### src/rtl/om_buf_ctrl_pkg.sv
// ----------------------------------------------------------------------------
// om_pkg
// Shared definitions for the Oerder-Meyr sample buffer controller:
//   OM_BLK_AW  default log2 of the block length (samples per bank)
//   OM_RD_LAT  default buffer RAM read latency in cycles
//   r_state_t  read-side FSM state encoding (2 bits)
// ----------------------------------------------------------------------------
package om_pkg;

   localparam int OM_BLK_AW = 8;
   localparam int OM_RD_LAT = 1;

   typedef enum logic [1:0] {
      R_IDLE   = 2'd0,
      R_STREAM = 2'd1,
      R_DRAIN  = 2'd2,
      R_WAIT   = 2'd3
   } r_state_t;

endpackage

### src/rtl/om_buf_ctrl_if.sv
// ----------------------------------------------------------------------------
// om_buf_ctrl_if
// Bundles every non-clock signal of om_buf_ctrl.
//   master modport : the controller (drives RAM addresses, estimator framing,
//                    status flags, debug FSM state)
//   slave modport  : the surroundings (ADC stream, estimator, RAMs, status reader)
// Optional macro OM_BUF_CTRL_STATS_EN adds blk_cnt / drop_cnt.
//
// Handshakes: both streams are valid-only, no back-pressure. smp_valid marks
// one I/Q sample in the cycle it is high and cannot be stalled (a sample that
// meets a full bank is lost). est_valid marks that RAM dout_b holds a sample
// this cycle; est_sof/est_eof are only meaningful together with est_valid.
// est_done is a one-cycle pulse, honoured only while the read FSM waits.
// ----------------------------------------------------------------------------
interface om_buf_ctrl_if
   import om_pkg::*;
#(
   parameter int BLK_AW = OM_BLK_AW
) ();

   logic              smp_valid;
   logic              ram_we;
   logic [BLK_AW:0]   ram_waddr;
   logic [BLK_AW:0]   ram_raddr;
   logic              est_valid;
   logic              est_sof;
   logic              est_eof;
   logic              est_done;
   logic [1:0]        bank_full;
   logic              ovf;
   logic              ovf_clr;
   r_state_t          rd_state;
`ifdef OM_BUF_CTRL_STATS_EN
   logic [15:0]       blk_cnt;
   logic [15:0]       drop_cnt;
`endif

   modport master (
      input  smp_valid, est_done, ovf_clr,
      output ram_we, ram_waddr, ram_raddr, est_valid, est_sof, est_eof,
             bank_full, ovf, rd_state
`ifdef OM_BUF_CTRL_STATS_EN
      , output blk_cnt, drop_cnt
`endif
   );

   modport slave (
      output smp_valid, est_done, ovf_clr,
      input  ram_we, ram_waddr, ram_raddr, est_valid, est_sof, est_eof,
             bank_full, ovf, rd_state
`ifdef OM_BUF_CTRL_STATS_EN
      , input blk_cnt, drop_cnt
`endif
   );

endinterface

### src/rtl/om_buf_ctrl_lat_pipe.sv
// ----------------------------------------------------------------------------
// om_lat_pipe
// DEPTH-stage shift register that delays read-address side-band bits so they
// line up with the RAM read data.
//   clk, rst_n : clock, asynchronous active-low reset (clears all stages)
//   din[W]     : bits entering with the address
//   dout[W]    : same bits DEPTH cycles later (registered)
// ----------------------------------------------------------------------------
module om_lat_pipe #(
   parameter int DEPTH = 1,
   parameter int W     = 3
) (
   input  logic         clk,
   input  logic         rst_n,
   input  logic [W-1:0] din,
   output logic [W-1:0] dout
);

   logic [W-1:0] sr [DEPTH];

   always_ff @(posedge clk or negedge rst_n) begin
      if (!rst_n) begin
         for (int i = 0; i < DEPTH; i++) sr[i] <= '0;
      end else begin
         sr[0] <= din;
         for (int i = 1; i < DEPTH; i++) sr[i] <= sr[i-1];
      end
   end

   assign dout = sr[DEPTH-1];

endmodule

### src/rtl/om_buf_ctrl.sv
// ----------------------------------------------------------------------------
// om_buf_ctrl
// Ping-pong scheduler for the shared I/Q buffer RAMs feeding the Oerder-Meyr
// timing estimator. The RAM address space is split into two banks by the
// address MSB. Incoming samples fill the free bank; a full bank is streamed
// to the estimator with sof/eof framing and held until est_done releases it.
//
// Ports:
//   clk    system clock
//   rst_n  asynchronous active-low reset
//   bus    om_buf_ctrl_if.master:
//            smp_valid (in)  sample present, cannot stall
//            ram_we, ram_waddr (out)  port A write (I and Q RAMs together)
//            ram_raddr (out)          port B read address
//            est_valid/est_sof/est_eof (out) framing aligned to dout_b
//            est_done (in)   estimator finished current block
//            bank_full[1:0] (out)  per-bank occupancy
//            ovf (out) sticky overflow, ovf_clr (in) clears it
//            rd_state (out)  read FSM state for observation
//
// Parameters: BLK_AW (log2 block length), RD_LAT (RAM read latency, >= 1).
// Optional macro OM_BUF_CTRL_STATS_EN adds blk_cnt (releases) and drop_cnt
// (dropped samples, saturating); neither is affected by ovf_clr.
// ----------------------------------------------------------------------------
module om_buf_ctrl
   import om_pkg::*;
#(
   parameter int BLK_AW = OM_BLK_AW,
   parameter int RD_LAT = OM_RD_LAT
) (
   input  logic          clk,
   input  logic          rst_n,
   om_buf_ctrl_if.master bus
);

   localparam logic [BLK_AW-1:0] PTR_MAX    = '1;
   localparam int                DW         = (RD_LAT > 1) ? $clog2(RD_LAT) : 1;
   localparam logic [DW-1:0]     DRAIN_LAST = DW'(RD_LAT - 1);

   logic              wbank;
   logic              rbank;
   logic [BLK_AW-1:0] wptr;
   logic [BLK_AW-1:0] rptr;
   logic [1:0]        bank_full;
   logic              ovf;
   r_state_t          rstate;
   logic [DW-1:0]     dcnt;

   logic              we;
   logic              drop;
   logic              fill;
   logic              rel;

   logic              addr_v;
   logic              addr_sof;
   logic              addr_eof;

   // Write side: the registered full flag gates the write, so a sample that
   // arrives in the same cycle its bank is being released is still dropped.
   assign we   = bus.smp_valid & ~bank_full[wbank];
   assign drop = bus.smp_valid &  bank_full[wbank];
   assign fill = we && (wptr == PTR_MAX);
   assign rel  = (rstate == R_WAIT) && bus.est_done;

   always_ff @(posedge clk or negedge rst_n) begin
      if (!rst_n) begin
         wptr      <= '0;
         wbank     <= 1'b0;
         bank_full <= 2'b00;
         ovf       <= 1'b0;
      end else begin
         if (we) begin
            wptr <= wptr + 1'b1;
            if (wptr == PTR_MAX) wbank <= ~wbank;
         end
         // Release and fill always touch different banks: the writer never
         // writes into a full bank, and the reader only releases a full one.
         if (rel)  bank_full[rbank] <= 1'b0;
         if (fill) bank_full[wbank] <= 1'b1;
         if (drop)             ovf <= 1'b1;
         else if (bus.ovf_clr) ovf <= 1'b0;
      end
   end

   // Read FSM: stream one address per cycle, let the last read data leave the
   // RAM pipeline, then hold the bank until the estimator is done with it.
   always_ff @(posedge clk or negedge rst_n) begin
      if (!rst_n) begin
         rstate <= R_IDLE;
         rbank  <= 1'b0;
         rptr   <= '0;
         dcnt   <= '0;
      end else begin
         case (rstate)
            R_IDLE: begin
               if (bank_full[rbank]) begin
                  rstate <= R_STREAM;
                  rptr   <= '0;
               end
            end
            R_STREAM: begin
               rptr <= rptr + 1'b1;
               if (rptr == PTR_MAX) begin
                  rstate <= R_DRAIN;
                  dcnt   <= '0;
               end
            end
            R_DRAIN: begin
               if (dcnt == DRAIN_LAST) rstate <= R_WAIT;
               else                    dcnt   <= dcnt + 1'b1;
            end
            R_WAIT: begin
               if (bus.est_done) begin
                  rbank  <= ~rbank;
                  rstate <= R_IDLE;
               end
            end
            default: rstate <= R_IDLE;
         endcase
      end
   end

   assign addr_v   = (rstate == R_STREAM);
   assign addr_sof = addr_v && (rptr == '0);
   assign addr_eof = addr_v && (rptr == PTR_MAX);

   logic [2:0] pipe_out;

   om_lat_pipe #(
      .DEPTH (RD_LAT),
      .W     (3)
   ) u_lat_pipe (
      .clk   (clk),
      .rst_n (rst_n),
      .din   ({addr_v, addr_sof, addr_eof}),
      .dout  (pipe_out)
   );

   assign bus.ram_we    = we;
   assign bus.ram_waddr = {wbank, wptr};
   assign bus.ram_raddr = {rbank, rptr};
   assign bus.est_valid = pipe_out[2];
   assign bus.est_sof   = pipe_out[1];
   assign bus.est_eof   = pipe_out[0];
   assign bus.bank_full = bank_full;
   assign bus.ovf       = ovf;
   assign bus.rd_state  = rstate;

`ifdef OM_BUF_CTRL_STATS_EN
   logic [15:0] blk_cnt;
   logic [15:0] drop_cnt;

   always_ff @(posedge clk or negedge rst_n) begin
      if (!rst_n) begin
         blk_cnt  <= '0;
         drop_cnt <= '0;
      end else begin
         if (rel) blk_cnt <= blk_cnt + 1'b1;
         if (drop && (drop_cnt != 16'hFFFF)) drop_cnt <= drop_cnt + 1'b1;
      end
   end

   assign bus.blk_cnt  = blk_cnt;
   assign bus.drop_cnt = drop_cnt;
`endif

endmodule

### src/flat_wrapper.sv
// flat-port wrapper written by rule: the top's interface ports become plain ports
module om_buf_ctrl_flat import om_pkg::*;
#(
   parameter int BLK_AW = OM_BLK_AW,
   parameter int RD_LAT = OM_RD_LAT
)
  (clk, rst_n, bus_smp_valid, bus_est_done, bus_ovf_clr, bus_ram_we, bus_ram_waddr, bus_ram_raddr, bus_est_valid, bus_est_sof, bus_est_eof, bus_bank_full, bus_ovf, bus_rd_state);
  om_buf_ctrl_if #(.BLK_AW(BLK_AW)) bus_i ();
  input  logic clk;
  input  logic rst_n;
  input wire logic [$bits(bus_i.smp_valid)-1:0] bus_smp_valid;
  input wire logic [$bits(bus_i.est_done)-1:0] bus_est_done;
  input wire logic [$bits(bus_i.ovf_clr)-1:0] bus_ovf_clr;
  output wire logic [$bits(bus_i.ram_we)-1:0] bus_ram_we;
  output wire logic [$bits(bus_i.ram_waddr)-1:0] bus_ram_waddr;
  output wire logic [$bits(bus_i.ram_raddr)-1:0] bus_ram_raddr;
  output wire logic [$bits(bus_i.est_valid)-1:0] bus_est_valid;
  output wire logic [$bits(bus_i.est_sof)-1:0] bus_est_sof;
  output wire logic [$bits(bus_i.est_eof)-1:0] bus_est_eof;
  output wire logic [$bits(bus_i.bank_full)-1:0] bus_bank_full;
  output wire logic [$bits(bus_i.ovf)-1:0] bus_ovf;
  output wire logic [$bits(bus_i.rd_state)-1:0] bus_rd_state;
  assign bus_i.smp_valid = bus_smp_valid;
  assign bus_i.est_done = bus_est_done;
  assign bus_i.ovf_clr = bus_ovf_clr;
  assign bus_ram_we = bus_i.ram_we;
  assign bus_ram_waddr = bus_i.ram_waddr;
  assign bus_ram_raddr = bus_i.ram_raddr;
  assign bus_est_valid = bus_i.est_valid;
  assign bus_est_sof = bus_i.est_sof;
  assign bus_est_eof = bus_i.est_eof;
  assign bus_bank_full = bus_i.bank_full;
  assign bus_ovf = bus_i.ovf;
  assign bus_rd_state = bus_i.rd_state;
  om_buf_ctrl #(.BLK_AW(BLK_AW), .RD_LAT(RD_LAT)) u_core (.clk(clk), .rst_n(rst_n), .bus(bus_i));
endmodule
### config.mk
export PLATFORM = sky130hd
export DESIGN_NAME = om_buf_ctrl_flat
export DESIGN_NICKNAME = d
export VERILOG_FILES = /design/src/rtl/om_buf_ctrl_pkg.sv /design/src/rtl/om_buf_ctrl_if.sv /design/src/rtl/om_buf_ctrl_lat_pipe.sv /design/src/rtl/om_buf_ctrl.sv /design/src/flat_wrapper.sv
export SDC_FILE = /design/constraint.sdc
export NUM_CORES = 1
export LEC_CHECK = 0
export BUFFER_PORTS_ARGS = -buffer_cell sky130_fd_sc_hd__buf_2
export CELL_PAD_IN_SITES_DETAIL_PLACEMENT = 0
export CELL_PAD_IN_SITES_GLOBAL_PLACEMENT = 2
export CORE_MARGIN = 1
export CORE_UTILIZATION = 29
export CTS_CLUSTER_DIAMETER = 200
export DETAILED_ROUTE_END_ITERATION = 8
export GPL_TIMING_DRIVEN = 0
export PLACE_DENSITY = 0.72
export SETUP_SLACK_MARGIN = 0.2
export SYNTH_ARGS = -nofsm -noshare
export SYNTH_HDL_FRONTEND = slang
export SYNTH_HIERARCHICAL = 1
export SYNTH_SLANG_ARGS = --single-unit
### constraint.sdc
create_clock -name clk -period 1.35 [get_ports clk]
set_clock_uncertainty 0.05 [all_clocks]
set_input_delay 0 -clock clk [delete_from_list [all_inputs] [get_ports clk]]
set_output_delay 0 -clock clk [all_outputs]
set_load 0.02 [all_outputs]
==> summary.txt <==
Outcome
  • Status: finished, violations left
  • Failing checks: negative setup slack

Setup path
  • Critical path type: reg -> reg
  • Critical Path RT: 1.46 ns
  • CP Launch Type: flop
  • CP endpoint kind: flop
  • CP max FO: 8
  • Arr. time, crit path: 1.60 ns
  • CP startpoint: u_core/bus.rd_state[0]
  • RR Startpoint: u_core/bus.rd_state[0]

Layout
  • Layout Nets: 201
  • Multi-input logic area: 773 µm²
  • Share of cells above drive strength 1: 55.1%
  • Layout area overhead: 53.6%
  • Fin area: 0.00205 mm²
  • Non-Filler Instances: 239
  • Fill cells: 422
  • Sequential cell area: 666 µm²
  • Ant. Diodes: 0

Clocking
  • Num CTS Buffers: 3
  • Clock buffer depth: 2
  • Clock tree root driver cell: clkbuf_8
  • H-tree Lvls: 1
  • CTS tree: built
  • Clock sinks: 26
  • Worst-Skew Late Latency: 0.26 ns
  • Clock transition at path regs: 0.09 ns

Placement
  • Pre-CTS WS: -0.286 ns
  • Final HPWL DP: 2.17 mm
  • Area after DPL: 0.00162 mm²
  • I/O Buffers: 31
  • Gpl congestion: 0.750
  • Cell Count Post-Placement: 210

Power and ir drop
  • Sw frac: 31.2%
  • Seq pwr share: 46.2%
  • Logic pwr share: 24.7%
  • Static leakage: 0.000948 µW
  • Internal power: 1510 µW
  • Final Power: 2190 µW
  • Pwr dens: 1070 mW/mm²
  • Clock Power Share: 29.1%
  • Worst vdd ir: 0.478 mV
  • Net Sw Power: 685 µW

Yosys
  • Top-area cell type share of the netlist area: 48.6%
  • Register area share after synthesis: 48.6%
  • Mapped Cells: 127
  • Syn Std Cell Area: 0.00134 mm²
  • Syn avg cell area: 10.5 µm²
  • Cell variety after synth: 34
  • Area leader, netlist: dfrtp_1
  • Post-synthesis net count: 140
  • Synth warn: 6
  • Largest cells by area after synthesis: dfrtp_1 49%, ha_1 7.5%, nand2_1 4.5%
  • Synth Register Bits: 26

Die
  • DIE WIDTH: 69.9 µm
  • Std cell rows: 24
  • Core ar.: 0.00438 mm²
  • Initial Utilization: 30.5%
  • Chip height: 69.9 µm
  • Top Ports: 32
  • Die area: 0.00489 mm²

Drt
  • Routed wire length: 3.19 mm
  • WL per Instance: 13.3 µm
  • Vias: 1165
  • DR iter-0 viols: 80
  • Vias per inst: 4.87
  • Pre-antenna DRT Iters: 4
  • Detail Route Antenna Nets: 0
  • DR DRC count: 0

STA
  • Setup Viol. Count Final: 14
  • Final Hold Viols: 0
  • Peak Freq: 670 MHz
  • Slew Limit Headroom: 59.0%
  • Worst slew pin tran: 0.615 ns
  • Final worst slack: -0.142 ns
  • Tcrit/Tclk final: 111%
  • RSZ-0062 raised after global routing: true
  • Post-layout min period: 1.49 ns
  • Min Hold Slack: 0.222 ns
  • Final Max Slew Viols: 0

Global route
  • Total gr overflow: 0
  • First-pass GRT wire length: 5.15 mm
  • Largest net degree at the start of global routing: 27
  • Vias in the first global route: 1132
  • Initial antenna violation count: 0
  • Total track usage: 13.2%

Run
  • Total of max-cap violations: 0

Min path
  • HP Class: in -> async
## sequential cells by signal (all words and copies together) (netlist names)
| signal | count |
|---|---|
| u_core/rptr | 8 |
| u_core/wptr | 8 |
| u_core/u_lat_pipe/dout | 3 |
| u_core/bus.bank_full | 2 |
| u_core/bus.rd_state | 2 |
| u_core/bus.ovf | 1 |
| u_core/rbank | 1 |
| u_core/wbank | 1 |
## Yosys cell counts (all sizes together)
| cell type | count |
|---|---|
| a221o | 1 |
| o21ai | 7 |
| buf | 3 |
| nand2 | 17 |
| mux2i | 3 |
| a32oi | 1 |
| ha | 8 |
| and2 | 1 |
| a21oi | 1 |
| nor3 | 3 |
| mux2 | 3 |
| inv | 8 |
| xnor2 | 6 |
| a32o | 1 |
| xor2 | 3 |
| nand4b | 2 |
| nor4 | 1 |
| a211oi | 1 |
| and3 | 5 |
| o211ai | 2 |
| nand4 | 4 |
| nand3 | 8 |
| nor2 | 5 |
| clkbuf | 2 |
| nand2b | 2 |
| or4 | 1 |
| o311ai | 1 |
| dfrtp | 26 |
| o22ai | 1 |
## repair_timing
| action | in CTS | in global routing |
|---|---|---|
| cloned | 0 | 0 |
| hold buffers | 4 | 0 |
| hold endpoints to repair | 28 | 0 |
| pin swaps | 13 | 6 |
| resized for setup | 24 | 14 |
| buffers inserted | 14 | 7 |
| endpoints found under the setup margin | 23 | 27 |
## cells in the final DEF (no fill, tap or decap), drive strengths merged, types with 3 or more instances in the layout
master and count:
ha 8, nand4 4, inv 8, nor2 5, clkbuf 5, o21ai 7, and3 5, nand3 8
dfrtp 26, xnor2 6, mux2 3, nor3 3, nand2 17, mux2i 3, xor2 3, dlygate4sd3 4
buf 55
## layout make-up
cell class | instances | area share [%]
multi-input combinational | 88 | 37.6
buffer | 5 | 2.38
tap | 52 | 3.17
clock inverter | 1 | 1.46
sequential | 26 | 32.4
timing repair buffer | 56 | 19.1
clock buffer | 3 | 2.01
inverter | 8 | 1.83
## through the flow
stage,TNS (ns),util [%]
finish,-0.908,46.9
global route,-1.79,46.9
CTS,-0.689,44.3
detailed placement,-2.62,37.0
global placement,-2.13,37.0
floorplan,-0.733,-
## power groups by stage
| stage | clock network, µW | registers, µW | logic [µW] |
|---|---|---|---|
| final | 639 | 1010 | 541 |
| after global routing | 705 | 1030 | 577 |
| after CTS | 668 | 1020 | 528 |
| after detailed placement | 0 | 1030 | 483 |
| after global placement | 0 | 1020 | 475 |
| after floorplan | 0 | 1130 | 205 |
## path summary, 6_finish.rpt
| path | to | slack, ns | cells past startpoint |
|---|---|---|---|
| worst max-delay path | u_core/rptr[3] | -0.14 | 4 |
| worst min-delay path | u_core/bus.ovf | 0.22 | 2 |
| worst max register to register | u_core/rptr[3] | -0.14 | 4 |
| worst min register to register | u_core/wptr[7] | 0.46 | 1 |
| max in group asynchronous | u_core/bus.rd_state[1] | 0.59 | 2 |
| min in group clk | u_core/bus.ovf | 0.41 | 3 |
## cell families (layout without fill, tap and decap cells)
kind of cell,count (synthesis),count (layout),share of synthesized area (%)
and+or+nand+nor,49,49,19.6
adders and majority gates,8,8,7.48
xor gates and xnor gates,9,9,5.89
AOI/OAI and AO/OA,16,16,7.95
muxes,6,6,5.61
buffers and inverters,13,73,4.86
DFF,26,26,48.6
## per-layer routing
layer  vias up  part of all wire [%]  track usage (%)
li1        562                     -                -
met1       573                    45             16.6
met2        28                    50             23.2
met3         2                   4.3             2.45
met4         0                  0.60             3.78
met5         -                     0                0
## critical path: stages (launching register included)
cell     delay, ns
dfrtp_2       0.46
inv_4         0.08
ha_4          0.14
mux2_4        0.35
a221o_1       0.30
No activity file was read; power rests on OpenSTA's default activity.
